[config.mk]
export PLATFORM = sky130hd
export DESIGN_NAME = mux_pipe_n
export DESIGN_NICKNAME = d
export VERILOG_FILES = /design/src/rtl/mux_pipe_pkg.sv /design/src/rtl/mux_pipe_n_sel.sv /design/src/rtl/mux_pipe_n.sv
export SDC_FILE = /design/constraint.sdc
export NUM_CORES = 1
export LEC_CHECK = 0
export ABC_AREA = 1
export CAP_MARGIN = 0
export CORE_AREA = 10 10 112 189
export DETAILED_ROUTE_END_ITERATION = 6
export DIE_AREA = 0 0 122 199
export PLACE_DENSITY = 0.86
export SYNTH_ARGS = -nofsm -noshare
export SYNTH_HDL_FRONTEND = slang
export SYNTH_SLANG_ARGS = --single-unit
[constraint.sdc]
create_clock -name clk -period 2.3 [get_ports clk]
set_input_delay 0.23 -clock clk [delete_from_list [all_inputs] [get_ports clk]]
set_output_delay 0.23 -clock clk [all_outputs]
set_load 0.005 [all_outputs]
[src/rtl/mux_pipe_pkg.sv]
// mux_pipe_pkg: shared word type, counter width and helpers
// for the mux_pipe_n operand selector.
package mux_pipe_pkg;

  localparam int WORD_W   = 64;
  localparam int ERRCNT_W = 16;

  typedef logic [WORD_W-1:0] word_t;

  function automatic logic [ERRCNT_W-1:0] sat_inc(
    input logic [ERRCNT_W-1:0] v
  );
    return (&v) ? v : v + 1'b1;
  endfunction

endpackage

[src/rtl/mux_pipe_n_sel.sv]
// mux_sel_n: combinational NUM_IN:1 selector with range check.
// Out-of-range selectors return DEFAULT_VAL and raise o_err.
module mux_sel_n
  import mux_pipe_pkg::*;
#(
  parameter int    WIDTH       = 64,
  parameter int    NUM_IN      = 4,
  parameter int    SEL_W       = 3,
  parameter word_t DEFAULT_VAL = '0
) (
  input  logic [SEL_W-1:0]              i_sel,
  input  logic [NUM_IN-1:0][WIDTH-1:0]  i_in_data,
  output logic [WIDTH-1:0]              o_sel_val,
  output logic                          o_err
);

  localparam logic [WIDTH-1:0] DEF = WIDTH'(DEFAULT_VAL);

  assign o_err = (32'(i_sel) >= NUM_IN);

  // pick the addressed input, falling back to the default value
  always_comb begin
    o_sel_val = DEF;
    for (int i = 0; i < NUM_IN; i++) begin
      if (32'(i_sel) == i) o_sel_val = i_in_data[i];
    end
  end

endmodule

[src/rtl/mux_pipe_n.sv]
// mux_pipe_n: registered NUM_IN:1 selector with skid buffer.
// Optional saturating error counter: MUX_PIPE_N_ERRCNT_EN.
module mux_pipe_n
  import mux_pipe_pkg::*;
#(
  parameter int    WIDTH       = 64,
  parameter int    NUM_IN      = 4,
  parameter int    SEL_W       = 3,
  parameter word_t DEFAULT_VAL = '0
) (
  input  logic                          clk,
  input  logic                          rst_n,
  input  logic                          in_valid,
  output logic                          in_ready,
  input  logic [SEL_W-1:0]              sel,
  input  logic [NUM_IN-1:0][WIDTH-1:0]  in_data,
  output logic                          out_valid,
  input  logic                          out_ready,
  output logic [WIDTH-1:0]              out_data,
  output logic                          out_sel_err,
  output logic [ERRCNT_W-1:0]           err_count
);

  typedef struct packed {
    logic [WIDTH-1:0] data;
    logic             sel_err;
  } entry_t;

  if (NUM_IN < 2 || (2 ** SEL_W) < NUM_IN) begin : g_cfg_bad
    $error("mux_pipe_n: NUM_IN must be >= 2 and fit in SEL_W");
  end

  logic [WIDTH-1:0] w_val;
  logic             w_err;
  entry_t           w_new;
  logic             w_acc;
  logic             w_cons;

  entry_t r_out;
  logic   r_out_valid;
  entry_t r_skid;
  logic   r_skid_valid;

  mux_sel_n #(
    .WIDTH       (WIDTH),
    .NUM_IN      (NUM_IN),
    .SEL_W       (SEL_W),
    .DEFAULT_VAL (DEFAULT_VAL)
  ) u_sel (
    .i_sel     (sel),
    .i_in_data (in_data),
    .o_sel_val (w_val),
    .o_err     (w_err)
  );

  assign w_new    = '{data: w_val, sel_err: w_err};
  assign in_ready = rst_n && !r_skid_valid;
  assign w_acc    = in_valid && in_ready;
  assign w_cons   = r_out_valid && out_ready;

  assign out_valid   = r_out_valid;
  assign out_data    = r_out.data;
  assign out_sel_err = r_out.sel_err;

  // output stage + skid: 2-entry FIFO, skid drains first
  always_ff @(posedge clk) begin
    if (!rst_n) begin
      r_out        <= '0;
      r_out_valid  <= 1'b0;
      r_skid       <= '0;
      r_skid_valid <= 1'b0;
    end else if (!r_out_valid || w_cons) begin
      if (r_skid_valid) begin
        r_out        <= r_skid;
        r_out_valid  <= 1'b1;
        r_skid_valid <= 1'b0;
      end else if (w_acc) begin
        r_out       <= w_new;
        r_out_valid <= 1'b1;
      end else begin
        r_out_valid <= 1'b0;
      end
    end else if (w_acc) begin
      r_skid       <= w_new;
      r_skid_valid <= 1'b1;
    end
  end

`ifdef MUX_PIPE_N_ERRCNT_EN
  logic [ERRCNT_W-1:0] r_err_cnt;

  // count accepted out-of-range selects, saturating
  always_ff @(posedge clk) begin
    if (!rst_n) begin
      r_err_cnt <= '0;
    end else if (w_acc && w_err) begin
      r_err_cnt <= sat_inc(r_err_cnt);
    end
  end

  assign err_count = r_err_cnt;
`else
  assign err_count = '0;
`endif

endmodule
==> results.cfg <==
[synth]
synth_top_cell_area_share = 0.3197
synthTopCellsByCount = 189 x nand4_1, 132 x dfxtp_1, 129 x nor2_1
synthXorXnorAreaFrac = 0
yosysMostFrequentCell = nand4_1
synthMuxAreaShare = 0
synth_compound_area_frac = 0.1611
yosys-top-cells-area = dfxtp_1 32%, nand4_1 14%, a21oi_1 7.6%, nand3_2 7.3%, nor2_1 5.9%
ys_seq_elements = 132
synth_edf_count = 0
yosys_most_used_dff = dfxtp_1
yosys.area.top_type = dfxtp_1
synth_area_mm2 = 0.008265
synthArstFlopShare = 0
ys_warn_count = 0
synth_area_per_cell_um2 = 7.783
synth_top_family_by_area = simple AND/OR/NAND/NOR gates
synth_cell_type_count = 28
yosys.area_share.simple = 0.3560
syn_inst = 1062
ys_seq_area_frac = 0.3197
synth_fa_ha_area_frac = 0

[global_route]
grt_pass1_wl_mm = 47.84
grt.overflow.total = 0
grt_antenna_before_repair = 0
grtUsageTotal = 0.2436
grt_pass1_vias = 9042
grt_max_degree = 131

[clock_tree]
cts_buffer_depth = 2
cts_sinks = 132
cts_buffers = 17
insertion_delay_ns = 0.41
cts-resized-gates = 0
cts_hold_buf = 0
cts.reportedPaths.clkPinSlew_ns = 0.06
root_buffer = clkbuf_16
post_cts_buffers = 0
cts_tree = done
cts_max_level = 4

[power_and_ir_drop]
swShare = 0.2559
leakagePower_nw = 4.283
finalPower_mw = 6.783
ir_drop_mv = 0.3773
combPwrFrac = 0.208
clkPwrFrac = 0.431
p_sw_mw = 1.736
p_per_area_mw_per_mm2 = 582.9
seq_power_share = 0.361
power.internal_mw = 5.047

[detailed_routing]
antenna_left = 0
vias = 9256
routed_wl_mm = 31.24
drc = 0
wire_per_inst_um = 19.92
drtIter0Drc = 843
vias_per_cell = 5.903
first_pass_iters = 5

[floorplanning]
start_util = 0.4599
row_count = 65
die_w_um = 122
die_area_mm2 = 0.02428
pin_count = 346
die_height_um = 199
core_area_mm2 = 0.01797

[sta]
finalHoldViolCount = 0
fin_tns_setup_ns = 0
period_minus_slack_ns = 1.715
drv_slew = 0
tightest_slew_ns = 0.7802
finClkSkew_ns = 0.01249
grt_setup_unrepaired = false
max_freq_mhz = 582.9
slew_headroom = 0.4799
period_share = 0.7458
setup_viol = 0

[worst_setup_path]
required_ns = 2.07
critPathMaxFanout = 5
start_kind = flop
end_kind = primary output
path_class = flop to primary output
arrival_ns = 1.49

[cells_and_area]
diodes = 0
final_cell_area_mm2 = 0.01164
fill_cells = 1560
drive_above_1_share = 0.1117
layout.nets = 1585
areaGrowthSynthToFinish_pct = 40.80

[hold_path]
min_path_type = input port to flop

[placement]
place_congestion = 0.9003
place_hpwl_mm = 22.20
port_buffers = 329
dpl_cell_area_mm2 = 0.01100

[outcome]
status = finished, final reports clean

[flow_run]
max_cap_viol_count = 0
## placed cells by master (no fill, tap or decap), types with 51 or more instances in the layout
master	instances
nand3_1	68
nand3_2	61
nand4_1	189
o21ai_0	79
nor2_1	129
a21oi_1	126
dfxtp_1	131
o21ai_1	51
clkdlybuf4s50_1	326
nand2_1	66
## worst paths after layout
path                                   start            to  slack, ns  cells past startpoint
worst max-delay path            r_skid_valid      in_ready       0.58                      2
worst min-delay path                   rst_n     out_valid       0.12                      3
worst max register to register     out_valid  out_data[45]       0.70                      7
worst min register to register     r_skid[0]   out_sel_err       0.48                      2
## kinds of logic (layout without fill, tap and decap cells)
group	count (synthesis)	in the layout
buffers and inverters	146	403
flip-flops	132	132
AND/OR/NAND/NOR	521	521
other	1	16
AO/OA/AOI/OAI	262	262
## cell type report
cell class | count | area (um2) | area share
Timing Repair Buffer | 364 | 3686 | 0.3167
Clock buffer | 20 | 466.7 | 0.04010
Multi-Input combinational cell | 799 | 4339 | 0.3729
Inverter | 8 | 35.03 | 0.003010
Tap cell | 234 | 292.8 | 0.02516
Clock inverter | 11 | 173.9 | 0.01494
Sequential cell | 132 | 2644 | 0.2272
## per-layer routing
layer / vias to the layer above / GRT usage / part of all wire
li1: 4354 / - / -
met1: 4327 / 0.2724 / 0.37
met2: 481 / 0.4169 / 0.51
met3: 94 / 0.05336 / 0.073
met4: 0 / 0.1299 / 0.048
met5: - / 0 / 0
## state kept, by name, summed over array words and instances, names as in the netlist
name          cells
out_sel_err       1
out_valid         1
r_skid_valid      1
r_skid           65
out_data         64
## power by group through the flow
stage                     combinational (mW)  sequential (mW)  clock, mW
final                                   1.41             2.45       2.92
after detailed placement                1.40             2.49          0
after global placement                  1.38             2.49          0
after floorplan                        0.688             2.49          0
after global routing                    1.52             2.46       3.06
after CTS                               1.41             2.45       2.97
## worst max-delay path, stage by stage, from the launching register on
cell	delay [ns]
dfxtp_2	0.35
nor2_2	0.15
clkdlybuf4s50_1	0.58
## stage by stage
step	hold slack, ns	setup WS (ns)	utilization	instances
after CTS	0.1041	0.5739	0.6475	1568
final	0.1193	0.5846	0.6475	1568
after global placement	0.4684	0.3705	0.6118	1537
after floorplan	0.3637	0.9896	-	1077
after global routing	0.1264	0.5360	0.6475	1568
after detailed placement	0.4765	0.3384	0.6118	1537
Power figures use the tool's default switching activity.
